--- src/rtl/dram_timing_ctrl.sv ---
// DRAM command timing enforcement: per-command done flags, power-up wait and refresh scheduling.
// The refresh scheduler (interval counter, refresh debt, rf_req) is built only with `DRAM_TIMING_REFRESH_EN.
package dram_pack;
  typedef enum logic [2:0] {
    CMD_IDLE      = 3'd0,
    CMD_INIT      = 3'd1,
    CMD_ACTIVATE  = 3'd2,
    CMD_READ      = 3'd3,
    CMD_WRITE     = 3'd4,
    CMD_PRECHARGE = 3'd5,
    CMD_REFRESH   = 3'd6,
    CMD_MODE      = 3'd7
  } cmd_fsm_t;
endpackage

module dram_timing_ctrl
  import dram_pack::*;
#(
  parameter int unsigned tINIT = 200,
  parameter int unsigned tRCD  = 4,
  parameter int unsigned tRL   = 8,
  parameter int unsigned tWL   = 10,
  parameter int unsigned tRP   = 4,
  parameter int unsigned tRFC  = 32,
  parameter int unsigned tREFI = 1560
) (
  input  logic     CLK,
  input  logic     RST,
  input  cmd_fsm_t cmd_state,
  input  cmd_fsm_t ncmd_state,
  input  logic     init_req,
  output logic     init_done,
  output logic     tACT_done,
  output logic     tRD_done,
  output logic     tWR_done,
  output logic     tPRE_done,
  output logic     tREF_done,
  output logic     rf_req
);

  function automatic int unsigned max_of(input int unsigned a, input int unsigned b);
    return (a > b) ? a : b;
  endfunction

  localparam int unsigned T_MAX  = max_of(max_of(max_of(tRCD, tRL), max_of(tWL, tRP)), tRFC);
  localparam int unsigned CNT_W  = $clog2(T_MAX) + 1;
  localparam int unsigned INIT_W = $clog2(tINIT) + 1;

  if (tINIT < 1 || tRCD < 1 || tRL < 1 || tWL < 1 || tRP < 1 || tRFC < 1 || tREFI < 2) begin : g_param_check
    $error("dram_timing_ctrl: timing parameters out of range");
  end

  logic [CNT_W-1:0]  cnt;
  logic [CNT_W-1:0]  cnt_next;
  logic [INIT_W-1:0] init_cnt;
  logic [INIT_W-1:0] init_cnt_next;
  logic              init_done_next;

  // Elapsed cycles in the current command state; restarts whenever the FSM changes state.
  always_comb begin
    cnt_next = '0;
    if (ncmd_state == cmd_state) begin
      cnt_next = (cnt == '1) ? cnt : cnt + CNT_W'(1);
    end
  end

  // Done flags: only the flag of the current state can be high.
  always_comb begin
    tACT_done = 1'b0;
    tRD_done  = 1'b0;
    tWR_done  = 1'b0;
    tPRE_done = 1'b0;
    tREF_done = 1'b0;
    case (cmd_state)
      CMD_ACTIVATE:  tACT_done = (32'(cnt) >= tRCD - 32'd1);
      CMD_READ:      tRD_done  = (32'(cnt) >= tRL - 32'd1);
      CMD_WRITE:     tWR_done  = (32'(cnt) >= tWL - 32'd1);
      CMD_PRECHARGE: tPRE_done = (32'(cnt) >= tRP - 32'd1);
      CMD_REFRESH:   tREF_done = (32'(cnt) >= tRFC - 32'd1);
      default:       ;
    endcase
  end

  // Power-up wait: needs tINIT consecutive init_req cycles; init_done is sticky.
  always_comb begin
    init_cnt_next  = init_cnt;
    init_done_next = init_done;
    if (!init_done) begin
      if (init_req) begin
        init_cnt_next = init_cnt + INIT_W'(1);
        if (32'(init_cnt) == tINIT - 32'd1) begin
          init_done_next = 1'b1;
        end
      end else begin
        init_cnt_next = '0;
      end
    end
  end

  always_ff @(posedge CLK or posedge RST) begin
    if (RST) begin
      cnt       <= '0;
      init_cnt  <= '0;
      init_done <= 1'b0;
    end else begin
      cnt       <= cnt_next;
      init_cnt  <= init_cnt_next;
      init_done <= init_done_next;
    end
  end

`ifdef DRAM_TIMING_REFRESH_EN
  localparam int unsigned      REF_W    = $clog2(tREFI) + 1;
  localparam logic [REF_W-1:0] REF_LOAD = REF_W'(tREFI - 1);
  localparam logic [3:0]       PEND_MAX = 4'd8;

  logic [REF_W-1:0] ref_cnt;
  logic [REF_W-1:0] ref_cnt_next;
  logic [3:0]       pend;
  logic [3:0]       pend_next;
  logic             expire;
  logic             complete;

  // Interval countdown runs only after power-up; each expiry adds one owed refresh.
  always_comb begin
    ref_cnt_next = ref_cnt;
    expire       = 1'b0;
    complete     = tREF_done && (ncmd_state != CMD_REFRESH);
    pend_next    = pend;
    if (init_done) begin
      if (ref_cnt == '0) begin
        ref_cnt_next = REF_LOAD;
        expire       = 1'b1;
      end else begin
        ref_cnt_next = ref_cnt - REF_W'(1);
      end
    end
    if (expire && !complete) begin
      pend_next = (pend == PEND_MAX) ? pend : pend + 4'd1;
    end else if (complete && !expire && pend != 4'd0) begin
      pend_next = pend - 4'd1;
    end
  end

  always_ff @(posedge CLK or posedge RST) begin
    if (RST) begin
      ref_cnt <= REF_LOAD;
      pend    <= 4'd0;
      rf_req  <= 1'b0;
    end else begin
      ref_cnt <= ref_cnt_next;
      pend    <= pend_next;
      rf_req  <= (pend != 4'd0);
    end
  end
`else
  assign rf_req = 1'b0;
`endif

endmodule

--- config.mk ---
export PLATFORM = sky130hd
export DESIGN_NAME = dram_timing_ctrl
export DESIGN_NICKNAME = d
export VERILOG_FILES = /design/src/rtl/dram_timing_ctrl.sv
export SDC_FILE = /design/constraint.sdc
export NUM_CORES = 1
export LEC_CHECK = 0
export BUFFER_PORTS_ARGS = -buffer_cell sky130_fd_sc_hd__buf_2
export CAP_MARGIN = 20
export CELL_PAD_IN_SITES_DETAIL_PLACEMENT = 1
export CELL_PAD_IN_SITES_GLOBAL_PLACEMENT = 1
export CORE_UTILIZATION = 40
export DETAILED_ROUTE_END_ITERATION = 7
export GPL_ROUTABILITY_DRIVEN = 0
export PLACE_DENSITY = 0.72
export SKIP_CTS_REPAIR_TIMING = 1
export SLEW_MARGIN = 20
export SYNTH_ARGS = -nofsm -noshare
export SYNTH_HDL_FRONTEND = slang
export SYNTH_SLANG_ARGS = --single-unit
--- constraint.sdc ---
create_clock -name CLK -period 3.75 [get_ports CLK]
set_input_delay 0.375 -clock CLK [delete_from_list [all_inputs] [get_ports CLK]]
set_output_delay 0.375 -clock CLK [all_outputs]
set_load 0.005 [all_outputs]
Yosys cells after proc, flatten, opt, wreduce, memory -nomap -nowiden. Index checks and enable logic that the tools add are counted.

Bits in registers: 16. Bits of input ports: 9. Output and inout bits: 7. Logic and storage cells: 29.

Add/subtract/negate cells: 2. $lt $le $gt $ge: 4. Equality and inequality tests: 9. Multiplexer cells: 11.

Operators with widths (number): 2-to-1 mux 6 bit (2); adder 9 x 1 -> 9 bit (second input constant) (1); equality test 3 bit (second input constant) (3); equality test 9 x 8 -> 1 bit (second input constant) (1); 2-to-1 mux 9 bit (1); 2-to-1 mux 1 bit (8); adder 6 x 1 -> 6 bit (second input constant) (1); equality test 3 x 2 -> 1 bit (second input constant) (2); equality test 6 bit (second input constant) (1); greater-or-equal comparator 6 x 2 -> 1 bit (second input constant) (1); greater-or-equal comparator 6 x 3 -> 1 bit (second input constant) (1); greater-or-equal comparator 6 x 4 -> 1 bit (second input constant) (1); greater-or-equal comparator 6 x 5 -> 1 bit (second input constant) (1); equality test 3 bit (1); != test 2 bit (second input constant) (1).

Longest topological paths before layout. Gate-level depths: netlist (run 1).

Depth in word-level cells: 4. Gate-level depth with buffers: 5. Mapped depth without buffers: 5.

Worst setup path before layout (run 1). OpenSTA, ideal clock, no wires.

Path kind: flip-flop to output port. Start point: register cnt[0]. End point: output port tWR_done. Arrival time: 1.346 ns. Required time: 3.375 ns. Setup slack: 2.029 ns. Cell stages (with the launch flop): 6. Buffers on the path: 0. Cells stage by stage: dfrtp_1 > inv_1 > ha_1 > or3b_2 > a211oi_1 > nor4b_1.

Longest elaborated chain between the ends: 2.

RTL lines: from (decl) (line 53) `logic [CNT_W-1:0] cnt;`; from (signal assigned) (line 106) `cnt <= cnt_next;`; greater-or-equal comparator 6 x 4 -> 1 bit (line 77) `CMD_WRITE: tWR_done = (32'(cnt) >= tWL - 32'd1);`; 2-to-1 mux 1 bit (line 74) `case (cmd_state)`; to (decl) (line 35) `output logic tWR_done,`.

No other way between the ends.

Worst setup path in the final report (run 1).
Start point: register cnt[1]. End point: output port tWR_done.

Same word-level chain as after synthesis.

==> results.yml, run 1 <==
cells_and_area:
  area_delta_synth_final_pct: 9.88
  multi_input_area_um2: 571
  nNetsFinal: 140
  diodes: 0
  drive_gt1_frac: 0.177
  n_fill_cell: 283
  regArea_um2: 400
  layout_commonest_cell: "dfrtp_1"
  fin_cells: 152
  mostFrequentLayoutCells: "dfrtp_1 (16), buf_2 (14), nand2_1 (10)"
run_status:
  status: "finished, final reports clean"
yosys:
  yosysSeqAreaShare: 0.395
  syn_avg_cell_area_um2: 9.13
  yosysTopAreaCellShare: 0.395
  synth_top_area_cell: "dfrtp_1"
  ys_types: 41
  synth_area_leaders: "dfrtp_1 (40%), ha_1 (6.2%), nand2_1 (3.7%), o21ai_0 (3.5%), nor3_1 (3.0%)"
  synth-edff-count: 0
  synth_flop_cell: "dfrtp_1"
  synth-seq-cells: 16
  synthesis.area_um2: 1010
  synthArstFlopShare: 1.00
  synth_nets: 125
  synth_cells: 111
  yosysWarnings: 0
cts:
  clk_path_buf_depth: 2
  clk_latency_ns: 0.28
  cts.reportedPaths.clkPinSlew_ns: 0.09
  cts_tree: "built"
  cts_sinks: 16
  htree_levels: 1
  cts_buffers: 3
  cts-root-buf: "clkbuf_4"
placement:
  hpwl_um: 1780
  io_buffers: 14
  post-place-ws_ns: 1.74
  dp_cells: 149
sta:
  clock_skew_ns: 0.00659
  period_minus_slack_ns: 2.29
  worst_slack_ns: 1.46
  hold_slack_ns: 0.151
  fmax_mhz: 437
  hold_violations: 0
  worst_pin_slew_ns: 0.614
  slew_viol_final: 0
  setup_viol: 0
  timing.setup.tns_ns: 0
  post-route-period-util: 0.611
  rsz0062_at_grt: "false"
  maxSlewHeadroom: 0.590
setup_path:
  crit_chain: "inv_1 > ha_1 > or3b_2 > a211oi_1 > nor4b_1 > buf_2"
  max_stage_delay_ns: 0.43
  critPathRequiredTime_ns: 3.38
  critPathMaxFanout: 4
  r2r-start: "cnt[0]"
  worstReg2RegEnd: "cnt[1]"
  r2r_slack_ns: 2.13
  worstPathArrival_ns: 1.92
  cp_slowest_cell: "dfrtp_1"
  start_kind: "flop"
  cp-end-kind: "primary output"
  worstSetupPathType: "flop to primary output"
  reg2reg_depth: 4
die:
  die_w_um: 52.3
  core_area_um2: 2300
  initial_core_util: 0.441
  die_h_um: 52.3
  num_rows: 17
  io_pins: 16
  die-area_um2: 2740
pwr:
  peakVddDrop_mv: 0.175
  p_per_area_nw_per_um2: 269
  p_int_mw: 0.227
  p_seq_frac: 0.602
  p_clk_frac: 0.294
  p_comb_frac: 0.104
  switching_share: 0.245
  p_switching_mw: 0.0734
  p_leak_nw: 0.493
  power_mw: 0.300
global_routing:
  antenna_found_initial: 0
  grt_max_degree: 17
  grt_usage: 0.208
  grt_pass1_vias: 931
  grt_pass1_wl_um: 4180
  grt-ovfl-total: 0
detailed_routing:
  wirelength_um: 2370
  drc: 0
  wl_per_cell_um: 15.6
  ant_nets: 0
  dr.first_iter.drc_count: 7
  viasPerCell: 5.76
  firstDrtPassIters: 4
  vias: 875
flow_run:
  drv_cap: 0
hold_path:
  hold_class: "primary input to asynchronous set/reset pin"
-- flip-flops by register name (all words and copies together), names as in the netlist --
signal / count
init_done: 1
init_cnt: 9
cnt: 6
-- routing by layer --
metal / vias to the layer above / GRT usage / part of all wire
li1: 434 / - / -
met1: 432 / 0.266 / 0.50
met2: 7 / 0.352 / 0.48
met3: 2 / 0.0551 / 0.023
met4: 0 / 0.0395 / 0.0034
met5: - / 0 / 0
-- power groups by stage --
stage	sequential (mW)	clock, mW	combinational [mW]
after detailed placement	0.184	0	0.0318
final	0.181	0.0881	0.0311
after floorplan	0.183	0	0.0213
after global placement	0.184	0	0.0303
after global routing	0.181	0.0992	0.0370
after CTS	0.181	0.0944	0.0319
-- metrics by stage --
step	cell area [µm²]	utilization
floorplan	1010	-
global placement	1090	0.475
detailed placement	1090	0.475
CTS	1110	0.485
global route	1110	0.485
finish	1110	0.485
-- synthesized netlist by cell type, types with 2 or more instances --
library cell,number
nand3_1,4
nor4_1,3
dfrtp_1,16
and3_1,2
nor4bb_1,3
a21oi_1,3
nor4b_1,2
or4_1,2
nand2_1,10
ha_1,5
o21ai_0,7
nor3_1,6
nor2_1,6
xnor2_1,3
nand2b_1,4
a31oi_1,4
inv_1,4
or3_1,4
-- worst max path at each step --
stage / start / end / slack (ns) / cells after the start
floorplan: cnt[0] / tWR_done / 2.03 / 5
global placement: cnt[0] / tWR_done / 1.87 / 6
detailed placement: cnt[1] / tWR_done / 1.74 / 6
CTS: cnt[1] / tWR_done / 1.42 / 6
global route: cnt[0] / tWR_done / 1.30 / 6
finish: cnt[1] / tWR_done / 1.46 / 6
-- worst max-delay path: cells and delay by family (launching register included) --
kind | cells | cell delay [ns]
buf+inv | 2 | 0.26
compound gates | 1 | 0.29
flops | 1 | 0.43
simple gates | 2 | 0.53
fa+ha+maj | 1 | 0.14
-- logic make-up after synthesis --
group,share of synthesized area
AND/OR/NAND/NOR,0.295
AO/OA/AOI/OAI,0.156
flip-flops,0.395
buffers and inverters,0.0420
adder cells (fa/ha/maj),0.0617
XOR/XNOR,0.0259
multiplexers,0.0210
other,0.00370
-- cell type report --
class | count | area share
sequential | 16 | 0.360
timing repair buffer | 14 | 0.0629
clock buffer | 3 | 0.0202
inverter | 4 | 0.0135
tap | 28 | 0.0315
multi-input combinational | 87 | 0.512
Power figures use the tool's default switching activity.
==> run 2, diff against run 1 <==
Settings changed: ABC_AREA from default to 1, CORE_UTILIZATION 40 to 36, PLACE_DENSITY 0.72 to 0.71.
Clock period 3.75 ns to 2.1 ns, I/O delays scaled along.
==> run 2 against run 1 <==
Effect of this change: largest power group unchanged; non-clock buffer count unchanged; design area increased by 6.1%; sequential power increased by 77%; die area increased by 15%; sequential share of layout area decreased by 2.1 points; clock skew about the same; the flow now finishes with violations (hold timing); routed wire length increased by 4.9%.
==> results.yml, run 2 <==
yosys:
  synth-seq-cells: 16
  yosys.cell_count.top_type: "nand2_1"
  synthArstFlopShare: 1.00
  synth_area_leaders: "dfrtp_1 (38%), nand2_1 (11%), inv_1 (7.5%), nor2_1 (6.8%), ha_1 (6.0%)"
  yosysWarnings: 0
  synthesis.area_um2: 1050
  synth_commonest_cells: "nand2_1 (31), inv_1 (21), nor2_1 (19)"
  yosysTopAreaCellShare: 0.381
  synth_flop_cell: "dfrtp_1"
  yosysSeqAreaShare: 0.381
  syn_avg_cell_area_um2: 7.45
  synth_nets: 155
  ys_types: 23
  synth_top_area_cell: "dfrtp_1"
  synth_cells: 141
  synth-edff-count: 0
placement:
  io_buffers: 14
  hpwl_um: 2000
detailed_routing:
  ant_nets: 0
  drc: 0
  wl_per_cell_um: 13.2
  dr.first_iter.drc_count: 16
  wirelength_um: 2490
  vias: 955
  viasPerCell: 5.08
  firstDrtPassIters: 4
setup_path:
  cp-end-kind: "primary output"
  worstSetupPathType: "flop to primary output"
  start_kind: "flop"
  r2r-start: "cnt[0]"
  worstPathArrival_ns: 1.72
  critPathRequiredTime_ns: 1.89
  crit_start: "cnt[0]"
  critPathMaxFanout: 6
cts:
  cts_tree: "built"
  clk_path_buf_depth: 2
  cts-root-buf: "clkbuf_4"
  cts_sinks: 16
  clk_latency_ns: 0.30
  htree_levels: 1
  cts.reportedPaths.clkPinSlew_ns: 0.10
  cts_buffers: 3
cells_and_area:
  area_delta_synth_final_pct: 12.4
  regMostFlops: "init_cnt"
  layout_commonest_cell: "nand2_1"
  reg_top3: "init_cnt: 9 flops, cnt: 6 flops, init_done: 1 flops"
  diodes: 0
  nNetsFinal: 172
  drive_gt1_frac: 0.159
  largest_reg_flops: 9
  mostFrequentLayoutCells: "nand2_1 (31), inv_1 (21), nor2_1 (19)"
sta:
  timing.setup.tns_ns: 0
  worst_pin_slew_ns: 0.644
  hold_violations: 16
  fmax_mhz: 518
  period_minus_slack_ns: 1.93
  maxSlewHeadroom: 0.570
  hold_slack_ns: -0.0226
  clock_skew_ns: 0.00634
  slew_viol_final: 0
  rsz0062_at_grt: "false"
  setup_viol: 0
  post-route-period-util: 0.920
die:
  die_h_um: 56.0
  die-area_um2: 3140
  initial_core_util: 0.381
  core_area_um2: 2760
  die_w_um: 56.0
  io_pins: 16
  num_rows: 19
hold_path:
  hold_class: "primary input to asynchronous set/reset pin"
pwr:
  p_per_area_nw_per_um2: 491
  peakVddDrop_mv: 0.349
  power_mw: 0.580
  p_leak_nw: 0.586
run_status:
  status: "finished with violations"
  violations: "hold timing"
global_routing:
  grt_pass1_vias: 983
  grt-ovfl-total: 0
  grt_max_degree: 17
  antenna_found_initial: 0
  grt_pass1_wl_um: 4330
  grt_usage: 0.177
flow_run:
  drv_cap: 0
run 2: cell count changes after synthesis, sizes merged, moves of 4 or more:
cell | previous run | this run
nand2 | 11 | 32
inv | 4 | 22
nor2 | 6 | 21
nand4 | 0 | 6
xor2 | 0 | 5
a21oi | 3 | 7
nand2b | 4 | 0
nand3 | 5 | 9
o21ai | 7 | 3
or3 | 4 | 0
run 2: per-stage QoR:
stage / worst slack, ns / util / hold WS (ns) / std cells / instance area, µm²
floorplan: 0.685 / - / 0.124 / 141 / 1050
global placement: 0.541 / 0.415 / 0.319 / 184 / 1140
detailed placement: 0.485 / 0.415 / 0.327 / 184 / 1140
CTS: 0.151 / 0.428 / -0.00289 / 188 / 1180
global route: 0.0380 / 0.428 / 0.0404 / 188 / 1180
finish: 0.169 / 0.428 / -0.0226 / 188 / 1180
run 2: metal layers:
layer | global-route usage | vias to the layer above | part of all wire
li1 | - | 479 | -
met1 | 0.223 | 454 | 0.45
met2 | 0.299 | 18 | 0.50
met3 | 0.0349 | 4 | 0.031
met4 | 0.0627 | 0 | 0.014
met5 | 0 | - | 0
run 2: cell families (layout without fill, tap and decap cells):
logic type / count (synthesis) / count (layout) / synth area share
xor+xnor: 7 / 7 / 0.0583
flops: 16 / 16 / 0.381
fa+ha+maj: 5 / 5 / 0.0595
simple gates: 75 / 75 / 0.335
other cells: 1 / 1 / 0.00357
compound gates: 13 / 13 / 0.0702
buf+inv: 24 / 40 / 0.0929
run 2: layout make-up:
cell class / instances / area (µm²)
Sequential cell: 16 / 400
Multi-Input combinational cell: 101 / 553
Clock buffer: 4 / 36.3
Tap cell: 31 / 38.8
Fill cell: 356 / 1580
Timing Repair Buffer: 14 / 70.1
Inverter: 22 / 82.6
run 2: power by group:
part | total (mW) | internal (mW) | switching (mW) | leakage (nW)
clock | 0.212 | 0.106 | 0.107 | 0.0210
combinational | 0.0464 | 0.0169 | 0.0296 | 0.365
sequential | 0.321 | 0.313 | 0.00833 | 0.200
total | 0.580 | 0.435 | 0.144 | 0.586
run 2: worst paths after layout:
| check | end | slack, ns | depth (start not counted) |
|---|---|---|---|
| max reg2reg | cnt[1] | 0.75 | 6 |
| max in group asynchronous | init_cnt[6] | 1.70 | 2 |
| min reg2reg | init_cnt[8] | 0.54 | 2 |
| min in group CLK | init_cnt[8] | 0.19 | 3 |
| min | init_cnt[8] | -0.02 | 2 |
| max | tACT_done | 0.17 | 5 |
run 2: worst max-delay path, stage by stage, from the launching register on:
cell	delay, ns
dfrtp_1	0.46
ha_1	0.28
or2_1	0.26
nor3_1	0.24
nor2_1	0.06
buf_2	0.13
